==> src/rtl/qft_pkg.sv <==
// Shared constants and state encoding for the QFT rotation scheduler.
package qft_pkg;

   // Q2.14 fixed-point constants (16'h4000 = 1.0)
   localparam logic [15:0] ONE           = 16'h4000;
   localparam logic [15:0] THETA_HALF_PI = 16'h6487;
   localparam logic [15:0] THETA_PI      = 16'hC90F;

   typedef enum logic [2:0] {
      ST_IDLE,
      ST_ISSUE,
      ST_WAIT,
      ST_WRITE,
      ST_NEXT,
      ST_FINISH
   } state_t;

   // Slot index width; a single-slot file still needs one address bit.
   function automatic int addr_width(input int n);
      return (n > 1) ? $clog2(n) : 1;
   endfunction

endpackage

==> src/rtl/qft_amp_regfile.sv <==
// Amplitude register file: one write port, two async operand reads,
// one registered readback port. Every slot clears on reset.
module qft_amp_regfile
   import qft_pkg::*;
#(
   parameter int WIDTH = 16,
   parameter int N     = 4,
   parameter int AW    = 2
) (
   input  logic             clk,
   input  logic             rst,
   input  logic             we,
   input  logic [AW-1:0]    waddr,
   input  logic [WIDTH-1:0] wdata_real,
   input  logic [WIDTH-1:0] wdata_imag,
   input  logic [AW-1:0]    ra_addr,
   output logic [WIDTH-1:0] ra_real,
   output logic [WIDTH-1:0] ra_imag,
   input  logic [AW-1:0]    rb_addr,
   output logic [WIDTH-1:0] rb_real,
   output logic [WIDTH-1:0] rb_imag,
   input  logic [AW-1:0]    rd_addr,
   output logic [WIDTH-1:0] rd_real,
   output logic [WIDTH-1:0] rd_imag
);

   // Depth is rounded up to the full address space so any index is legal;
   // slots at or above N are held at zero.
   localparam int DEPTH = 2 ** AW;

   logic [2*WIDTH-1:0] mem_q [DEPTH];
   logic [WIDTH-1:0]   rd_real_q;
   logic [WIDTH-1:0]   rd_imag_q;

   for (genvar gi = 0; gi < DEPTH; gi++) begin : g_slot
      localparam bit USED = (gi < N);
      // Per-slot storage: cleared on reset, written when addressed
      always_ff @(posedge clk) begin
         if (rst || !USED) begin
            mem_q[gi] <= '0;
         end else if (we && (waddr == AW'(gi))) begin
            mem_q[gi] <= {wdata_real, wdata_imag};
         end
      end
   end

   assign ra_real = mem_q[ra_addr][2*WIDTH-1:WIDTH];
   assign ra_imag = mem_q[ra_addr][WIDTH-1:0];
   assign rb_real = mem_q[rb_addr][2*WIDTH-1:WIDTH];
   assign rb_imag = mem_q[rb_addr][WIDTH-1:0];

   // Registered readback, one cycle after rd_addr is presented
   always_ff @(posedge clk) begin
      if (rst) begin
         rd_real_q <= '0;
         rd_imag_q <= '0;
      end else begin
         rd_real_q <= mem_q[rd_addr][2*WIDTH-1:WIDTH];
         rd_imag_q <= mem_q[rd_addr][WIDTH-1:0];
      end
   end

   assign rd_real = rd_real_q;
   assign rd_imag = rd_imag_q;

endmodule

==> src/rtl/qft_rotation_scheduler.sv <==
// Walks the QFT controlled-rotation schedule over the amplitude file,
// issuing one rotation per (target j, control k>j) pair and writing the
// result back into amplitude j.
module qft_rotation_scheduler
   import qft_pkg::*;
#(
   parameter int  WIDTH          = 16,
   parameter int  N_QUBITS       = 4,
   parameter int  TIMEOUT_CYCLES = 256,
   localparam int AW             = addr_width(N_QUBITS)
) (
   input  logic             clk,
   input  logic             rst,
   input  logic             start,
   input  logic             load_we,
   input  logic [AW-1:0]    load_addr,
   input  logic [WIDTH-1:0] load_real,
   input  logic [WIDTH-1:0] load_imag,
   input  logic [AW-1:0]    rd_addr,
   output logic [WIDTH-1:0] rd_real,
   output logic [WIDTH-1:0] rd_imag,
   output logic             busy,
   output logic             done,
   output logic             err,
   output logic             rot_start,
   output logic [WIDTH-1:0] rot_control_real,
   output logic [WIDTH-1:0] rot_control_imag,
   output logic [WIDTH-1:0] rot_target_real,
   output logic [WIDTH-1:0] rot_target_imag,
   output logic [WIDTH-1:0] rot_theta,
   input  logic [WIDTH-1:0] rot_out_real,
   input  logic [WIDTH-1:0] rot_out_imag,
   input  logic             rot_done
);

   localparam int TW = $clog2(TIMEOUT_CYCLES + 1);

   state_t           state_q, state_d;
   logic [AW-1:0]    j_q, j_d;
   logic [AW-1:0]    k_q, k_d;
   logic [TW-1:0]    timer_q, timer_d;
   logic             err_q, err_d;
   logic [WIDTH-1:0] res_real_q, res_real_d;
   logic [WIDTH-1:0] res_imag_q, res_imag_d;
   logic             rot_done_q;
   logic             rot_done_rise;

   logic             wr_en;
   logic [AW-1:0]    wr_addr;
   logic [WIDTH-1:0] wr_real;
   logic [WIDTH-1:0] wr_imag;
   logic [AW-1:0]    theta_shift;

   // A level left high by the previous rotation must not complete the next one
   assign rot_done_rise = rot_done && !rot_done_q;

   // State, loop counters, timer, error flag and captured result
   always_ff @(posedge clk) begin
      if (rst) begin
         state_q    <= ST_IDLE;
         j_q        <= '0;
         k_q        <= '0;
         timer_q    <= '0;
         err_q      <= 1'b0;
         res_real_q <= '0;
         res_imag_q <= '0;
         rot_done_q <= 1'b0;
      end else begin
         state_q    <= state_d;
         j_q        <= j_d;
         k_q        <= k_d;
         timer_q    <= timer_d;
         err_q      <= err_d;
         res_real_q <= res_real_d;
         res_imag_q <= res_imag_d;
         rot_done_q <= rot_done;
      end
   end

   // Next-state logic; the timer holds cycles elapsed since rot_start
   always_comb begin
      state_d    = state_q;
      j_d        = j_q;
      k_d        = k_q;
      timer_d    = timer_q;
      err_d      = err_q;
      res_real_d = res_real_q;
      res_imag_d = res_imag_q;
      unique case (state_q)
         ST_IDLE: begin
            if (start) begin
               err_d   = 1'b0;
               j_d     = '0;
               k_d     = AW'(1);
               state_d = (N_QUBITS == 1) ? ST_FINISH : ST_ISSUE;
            end
         end
         ST_ISSUE: begin
            timer_d = TW'(1);
            state_d = ST_WAIT;
         end
         ST_WAIT: begin
            if (rot_done_rise) begin
               res_real_d = rot_out_real;
               res_imag_d = rot_out_imag;
               state_d    = ST_WRITE;
            end else if (timer_q >= TW'(TIMEOUT_CYCLES - 1)) begin
               err_d   = 1'b1;
               state_d = ST_FINISH;
            end else begin
               timer_d = timer_q + TW'(1);
            end
         end
         ST_WRITE: begin
            state_d = ST_NEXT;
         end
         ST_NEXT: begin
            if (k_q < AW'(N_QUBITS - 1)) begin
               k_d     = k_q + AW'(1);
               state_d = ST_ISSUE;
            end else if (j_q < AW'(N_QUBITS - 2)) begin
               j_d     = j_q + AW'(1);
               k_d     = j_q + AW'(2);
               state_d = ST_ISSUE;
            end else begin
               state_d = ST_FINISH;
            end
         end
         ST_FINISH: begin
            state_d = ST_IDLE;
         end
         default: begin
            state_d = ST_IDLE;
         end
      endcase
   end

   // Single write port: write-back in WRITE, otherwise host load while idle
   always_comb begin
      wr_en   = 1'b0;
      wr_addr = load_addr;
      wr_real = load_real;
      wr_imag = load_imag;
      if (state_q == ST_WRITE) begin
         wr_en   = 1'b1;
         wr_addr = j_q;
         wr_real = res_real_q;
         wr_imag = res_imag_q;
      end else if ((state_q == ST_IDLE) && load_we) begin
         wr_en = 1'b1;
      end
   end

   qft_amp_regfile #(
      .WIDTH (WIDTH),
      .N     (N_QUBITS),
      .AW    (AW)
   ) u_regfile (
      .clk        (clk),
      .rst        (rst),
      .we         (wr_en),
      .waddr      (wr_addr),
      .wdata_real (wr_real),
      .wdata_imag (wr_imag),
      .ra_addr    (k_q),
      .ra_real    (rot_control_real),
      .ra_imag    (rot_control_imag),
      .rb_addr    (j_q),
      .rb_real    (rot_target_real),
      .rb_imag    (rot_target_imag),
      .rd_addr    (rd_addr),
      .rd_real    (rd_real),
      .rd_imag    (rd_imag)
   );

   // Operands come straight from amp[j]/amp[k]; nothing writes those slots
   // between ISSUE and the end of WAIT, so they stay stable for the rotation.
   assign theta_shift = k_q - j_q - AW'(1);
   assign rot_theta   = (k_q > j_q) ? (WIDTH'(THETA_HALF_PI) >> theta_shift) : '0;

   assign rot_start = (state_q == ST_ISSUE);
   assign busy      = (state_q == ST_ISSUE) || (state_q == ST_WAIT) ||
                      (state_q == ST_WRITE) || (state_q == ST_NEXT);
   assign done      = (state_q == ST_FINISH);
   assign err       = err_q;

endmodule
==> config.mk <==
export PLATFORM = sky130hd
export DESIGN_NAME = qft_rotation_scheduler
export DESIGN_NICKNAME = d
export VERILOG_FILES = /design/src/rtl/qft_pkg.sv /design/src/rtl/qft_amp_regfile.sv /design/src/rtl/qft_rotation_scheduler.sv
export SDC_FILE = /design/constraint.sdc
export NUM_CORES = 1
export LEC_CHECK = 0
export ABC_CLOCK_PERIOD_IN_PS = 3290
export BUFFER_PORTS_ARGS = -buffer_cell sky130_fd_sc_hd__buf_2
export CELL_PAD_IN_SITES_DETAIL_PLACEMENT = 1
export CELL_PAD_IN_SITES_GLOBAL_PLACEMENT = 1
export CORE_MARGIN = 1.5
export CORE_UTILIZATION = 47
export CTS_BUF_LIST = sky130_fd_sc_hd__clkbuf_8
export CTS_CLUSTER_SIZE = 24
export DETAILED_ROUTE_END_ITERATION = 8
export PLACE_DENSITY = 0.85
export SYNTH_ARGS = -nofsm -noshare
export SYNTH_HDL_FRONTEND = slang
export SYNTH_HIERARCHICAL = 1
export SYNTH_SLANG_ARGS = --single-unit
==> constraint.sdc <==
create_clock -name clk -period 3.29 [get_ports clk]
set_input_delay 0 -clock clk [delete_from_list [all_inputs] [get_ports clk]]
set_output_delay 0 -clock clk [all_outputs]
set_load 0.01 [all_outputs]
Yosys cells after proc, flatten, opt, wreduce, memory -nomap -nowiden. Memory sizes are Yosys's and may differ from the RTL's. A register that Yosys moved wholly into a read port is not among the register bits. Index checks and enable logic that the tools add are counted.

Bits in registers: 50. Memory bits (writable): 128. Input port bits: 73. Memories: 1.

Add/sub/neg operators: 6. $lt $le $gt $ge: 4. Eq/ne operators: 16. Shifts and indexed selects: 1. Multiplexer cells: 49. Bitwise operators: 4. Reduce and logical (&&, ||, !) cells: 21.

Memories: u_regfile.mem_q (depth 4, width 32, rd ports 3, clocked after memory_dff 3, wr ports 4, RTL line qft_amp_regfile.sv:31) `logic [2*WIDTH-1:0] mem_q [DEPTH];`.

Operators with widths (number): $mux W32 (4); $mux W16 (3); $mux W2 (11); $mux W1 (19); $mux W9 (2); $pmux W9 S2 (1); $shr A15 B2 Y16 const A (1); $mux W3 (5); $pmux W3 S5 (1); $ne A2 B2 Y1 const B (6); $add A9 B1 Y9 const B (1); $ge A9 B8 Y1 const B (1); $pmux W2 S2 (2); $reduce_and A4 Y1 (2); $eq A3 B2 Y1 const B (2); $eq A3 B3 Y1 const B (2); $logic_and A1 B1 Y1 (6); $ne A3 B3 Y1 const B (2); $reduce_and A3 Y1 (2); $reduce_bool A2 Y1 (3); $add A2 B1 Y2 const B (2); $eq A2 B2 Y1 const B (2); $lt A2 B2 Y1 const B (2); $or A1 B1 Y1 (4); other kinds (12) (15).

Longest topological paths before layout.
Depth after elaboration: 9. Gate-level depth with buffers: 10. Depth with buffers taken out: 8.

Cells and area by module. The synthesis kept the hierarchy.

By module, submodules not included: qft_amp_regfile (instances 1, cells each 501, area each 8035.2 sq um, sequential area each 4484.3 sq um); qft_rotation_scheduler (instances 1, cells each 337, area each 2780.2 sq um, sequential area each 1001.0 sq um).

Worst setup path after synthesis. No wires, ideal clock.

Path type: register to register. Start: register state_q[1]. End: memory u_regfile/mem_q[2][0] (netlist name), enable pin. Setup time: 377 ps. Arrival: 2253 ps. Path slack: 660 ps. Stages on the path, launching flop included: 8. Buffers on the path: 3. Period minus slack after synthesis: 2630 ps. Path through: dfxtp_1 buf_4 nand2_1 or2_2 buf_4 buf_6 o21ai_0 a31o_2.

RTL lines: start, declared (RTL line qft_rotation_scheduler.sv:38) `state_t state_q, state_d;`; start signal, assigned (RTL line qft_rotation_scheduler.sv:69) `state_q <= state_d;`; end, declared (RTL line qft_amp_regfile.sv:31).

==> metrics <==
Main synth FF type=edfxtp_1; Sink Count=210; Finished Cell Area=~0.013 mm²; Slew headroom=22.75%; Worst Path Max Fanout=32; Vias/cell=5.847; Leak=~5.3 nW; CTS tree=done; Multi-input gate area=0.004813 mm²; Num CTS Buffers=36; setup skew after layout=12.55 ps; max-cap violations=0; unrepaired setup endpoints after global routing=no; Setup Total Neg Slack=0 ps; Pwr per Cell Area=487.6 mW/mm²; Met3 Routed Length=1.944 mm; Worst Hold Class=input pin to flop; crit path time final=2816 ps; sequential share of the synthesized area=50.72%; layout cells sized above 1=35.84%; Placement Cell Area=0.01176 mm²; Ys Warns=6; post-route ant nets=0; io pins=~190; cell with the most instances after synthesis=edfxtp_1; first-pass GRT wire length=49.82 mm; Worst Path Required=roughly 3700 ps; crit share post-route=about 86%; Reg clk slew, reported paths=60 ps; CP Class=flop to flop; Placer Congestion=0.7822; GRT Residual Overflow=0; GRT Total Usage=27.46%; core footprint=between 0.02 and 0.025 mm²; synth top area cells=edfxtp_1, dfxtp_1, mux4_2; router iterations before antenna repair=5; end-of-flow core utilization=57.86%; Worst VDD drop=roughly 0.00024 V; post-place setup slack=519.6 ps; Worst setup SP type=flop; Area Overhead vs Synth=21.11%; placed insts=1258; drc violations=0; setup ws final=473.6 ps; Synth top area share=35.54%; Post-synth EDFFs=128; 1st-iter DRT viols=446; Reg area=between 0.005 and 0.006 mm²; Vias=8115; fill cell count=2345; Die Ht=approximately 150 µm; pin count of the biggest net entering global routing=65; Post-synth top cells=edfxtp_1, and2_1, dfxtp_1, nand2_1; Post-Synthesis Cells=838; Syn Area/Cell=12.91 µm²; Nets=about 1200; initial cell density of the core=47.77%; Synth area leader=edfxtp_1; clock buffer depth=3; fin cells=1388; number of global-route vias before repair=between 8000 and 9000; worst skew pair latency=roughly 520 ps; WL met2=approximately 17 mm; row cnt=55; endpoints failing hold=0; M1 wire length=12.70 mm; fmax=0.3551 GHz; arrival time at the worst endpoint=roughly 3200 ps; dpl hpwl=~20 mm; status=finished clean; die width=154.7 µm; setup bufs post-CTS=0; Synth Register Bits=210; post-synthesis cell type count=53; Final Max Slew Viols=0; die area=~0.024 mm²; H-tree levels=2; Root Buffer=clkbuf_8; final setup vio count=0; Worst Tran Pin Value=around 1200 ps; Routed WL=32.58 mm; Critical Path End Type=flop; Max Used Layer=met4; wire per inst=about 23 µm; initial antenna violation count=2; Post-Syn Area=0.01082 mm²; ys async rst share=0%; Port Buf Inserts=around 190
-- worst max-delay path, stage by stage, from the launching register on --
cell      delay (ps)
dfxtp_1          530
nand2_1          120
or2_2            520
nand2_1          150
o21ai_0          100
buf_4            190
and4bb_2         780
and2_1           270
-- sequential cells by signal, indices dropped and copies added (netlist names), 2 cells and up --
signal and flops:
res_real_q 16, u_regfile/rd_real 16, j_q 2, u_regfile/mem_q 128, k_q 2, timer_q 9
res_imag_q 16, u_regfile/rd_imag 16, state_q 3
-- per-stage QoR --
stage / power, W / hold WS [ps]
2_1_floorplan: 0.003750 / 128.2
4_1_cts: 0.006411 / 8.517
3_5_place_dp: 0.004113 / 248.8
3_3_place_gp: 0.004071 / 242.9
5_1_grt: 0.006624 / 15.53
6_report: 0.006387 / 31.30
-- worst paths after layout --
check	start	to	slack, ps	cells past startpoint
worst max-delay path	state_q[1]$_SDFFE_PP0P_	u_regfile/mem_q[2][22]$_SDFFCE_PN0P_	470	7
worst max register to register	state_q[1]$_SDFFE_PP0P_	u_regfile/mem_q[2][22]$_SDFFCE_PN0P_	470	7
worst min-delay path	load_imag[8]	u_regfile/mem_q[2][8]$_SDFFCE_PN0P_	30	3
worst min register to register	res_real_q[0]$_SDFFE_PP0P_	res_real_q[0]$_SDFFE_PP0P_	450	2
-- repair_timing --
| item | CTS | global route |
|---|---|---|
| endpoints found under the hold margin | 134 | 0 |
| gates resized for setup | 0 | 0 |
| hold buffers | 67 | 0 |
-- where the power goes --
part	internal (W)	leakage [nW]	total, W	switching, W
Clock	0.00119	0.382	0.00225	0.00106
Combinational	0.000477	2.92	0.00105	0.000568
Sequential	0.00297	2.01	0.00309	0.000120
Total	0.00463	5.31	0.00639	0.00175
-- layer usage --
layer / global-route usage (%) / vias up
li1: - / 3582
met1: 32.81 / 4102
met2: 48.82 / 338
met3: 4.371 / 93
met4: 12.45 / 0
met5: 0 / -
-- layout by cell type, fill, tap and decap left out, types with 7 or more instances in the layout --
cell type,instances
nor2_1,15
mux2i_1,64
dfxtp_1,78
clkbuf_8,40
nand2_1,73
edfxtp_1,128
o22ai_1,30
dlygate4sd3_1,67
a21oi_1,39
and2_2,30
buf_4,18
a31oi_1,12
ha_1,11
inv_1,21
o21ai_0,7
mux4_2,64
buf_2,185
mux2_2,32
and2_1,103
-- layout make-up --
cell class | count | share of cell area [%]
Antenna cell | 1 | 0.01910
Inverter | 10 | 0.2866
Tap cell | 285 | 2.722
Sequential cell | 210 | 41.91
Timing Repair Buffer | 270 | 13.22
Multi-Input combinational cell | 550 | 36.75
Clock inverter | 22 | 0.8883
Clock buffer | 40 | 4.203
-- cells by family (layout without fill, tap and decap cells) --
logic type      count (synthesis)  count (layout)  synth area share [%]
fa+ha+maj                      11              11                 1.273
buf+inv                        79             342                 4.836
flops                         210             210                 50.72
mux                           160             160                 22.58
other cells                     1               3               0.03467
xor+xnor                        2               2                0.1620
simple gates                  268             268                 14.32
compound gates                107             107                 6.073
Power figures use the tool's default switching activity.
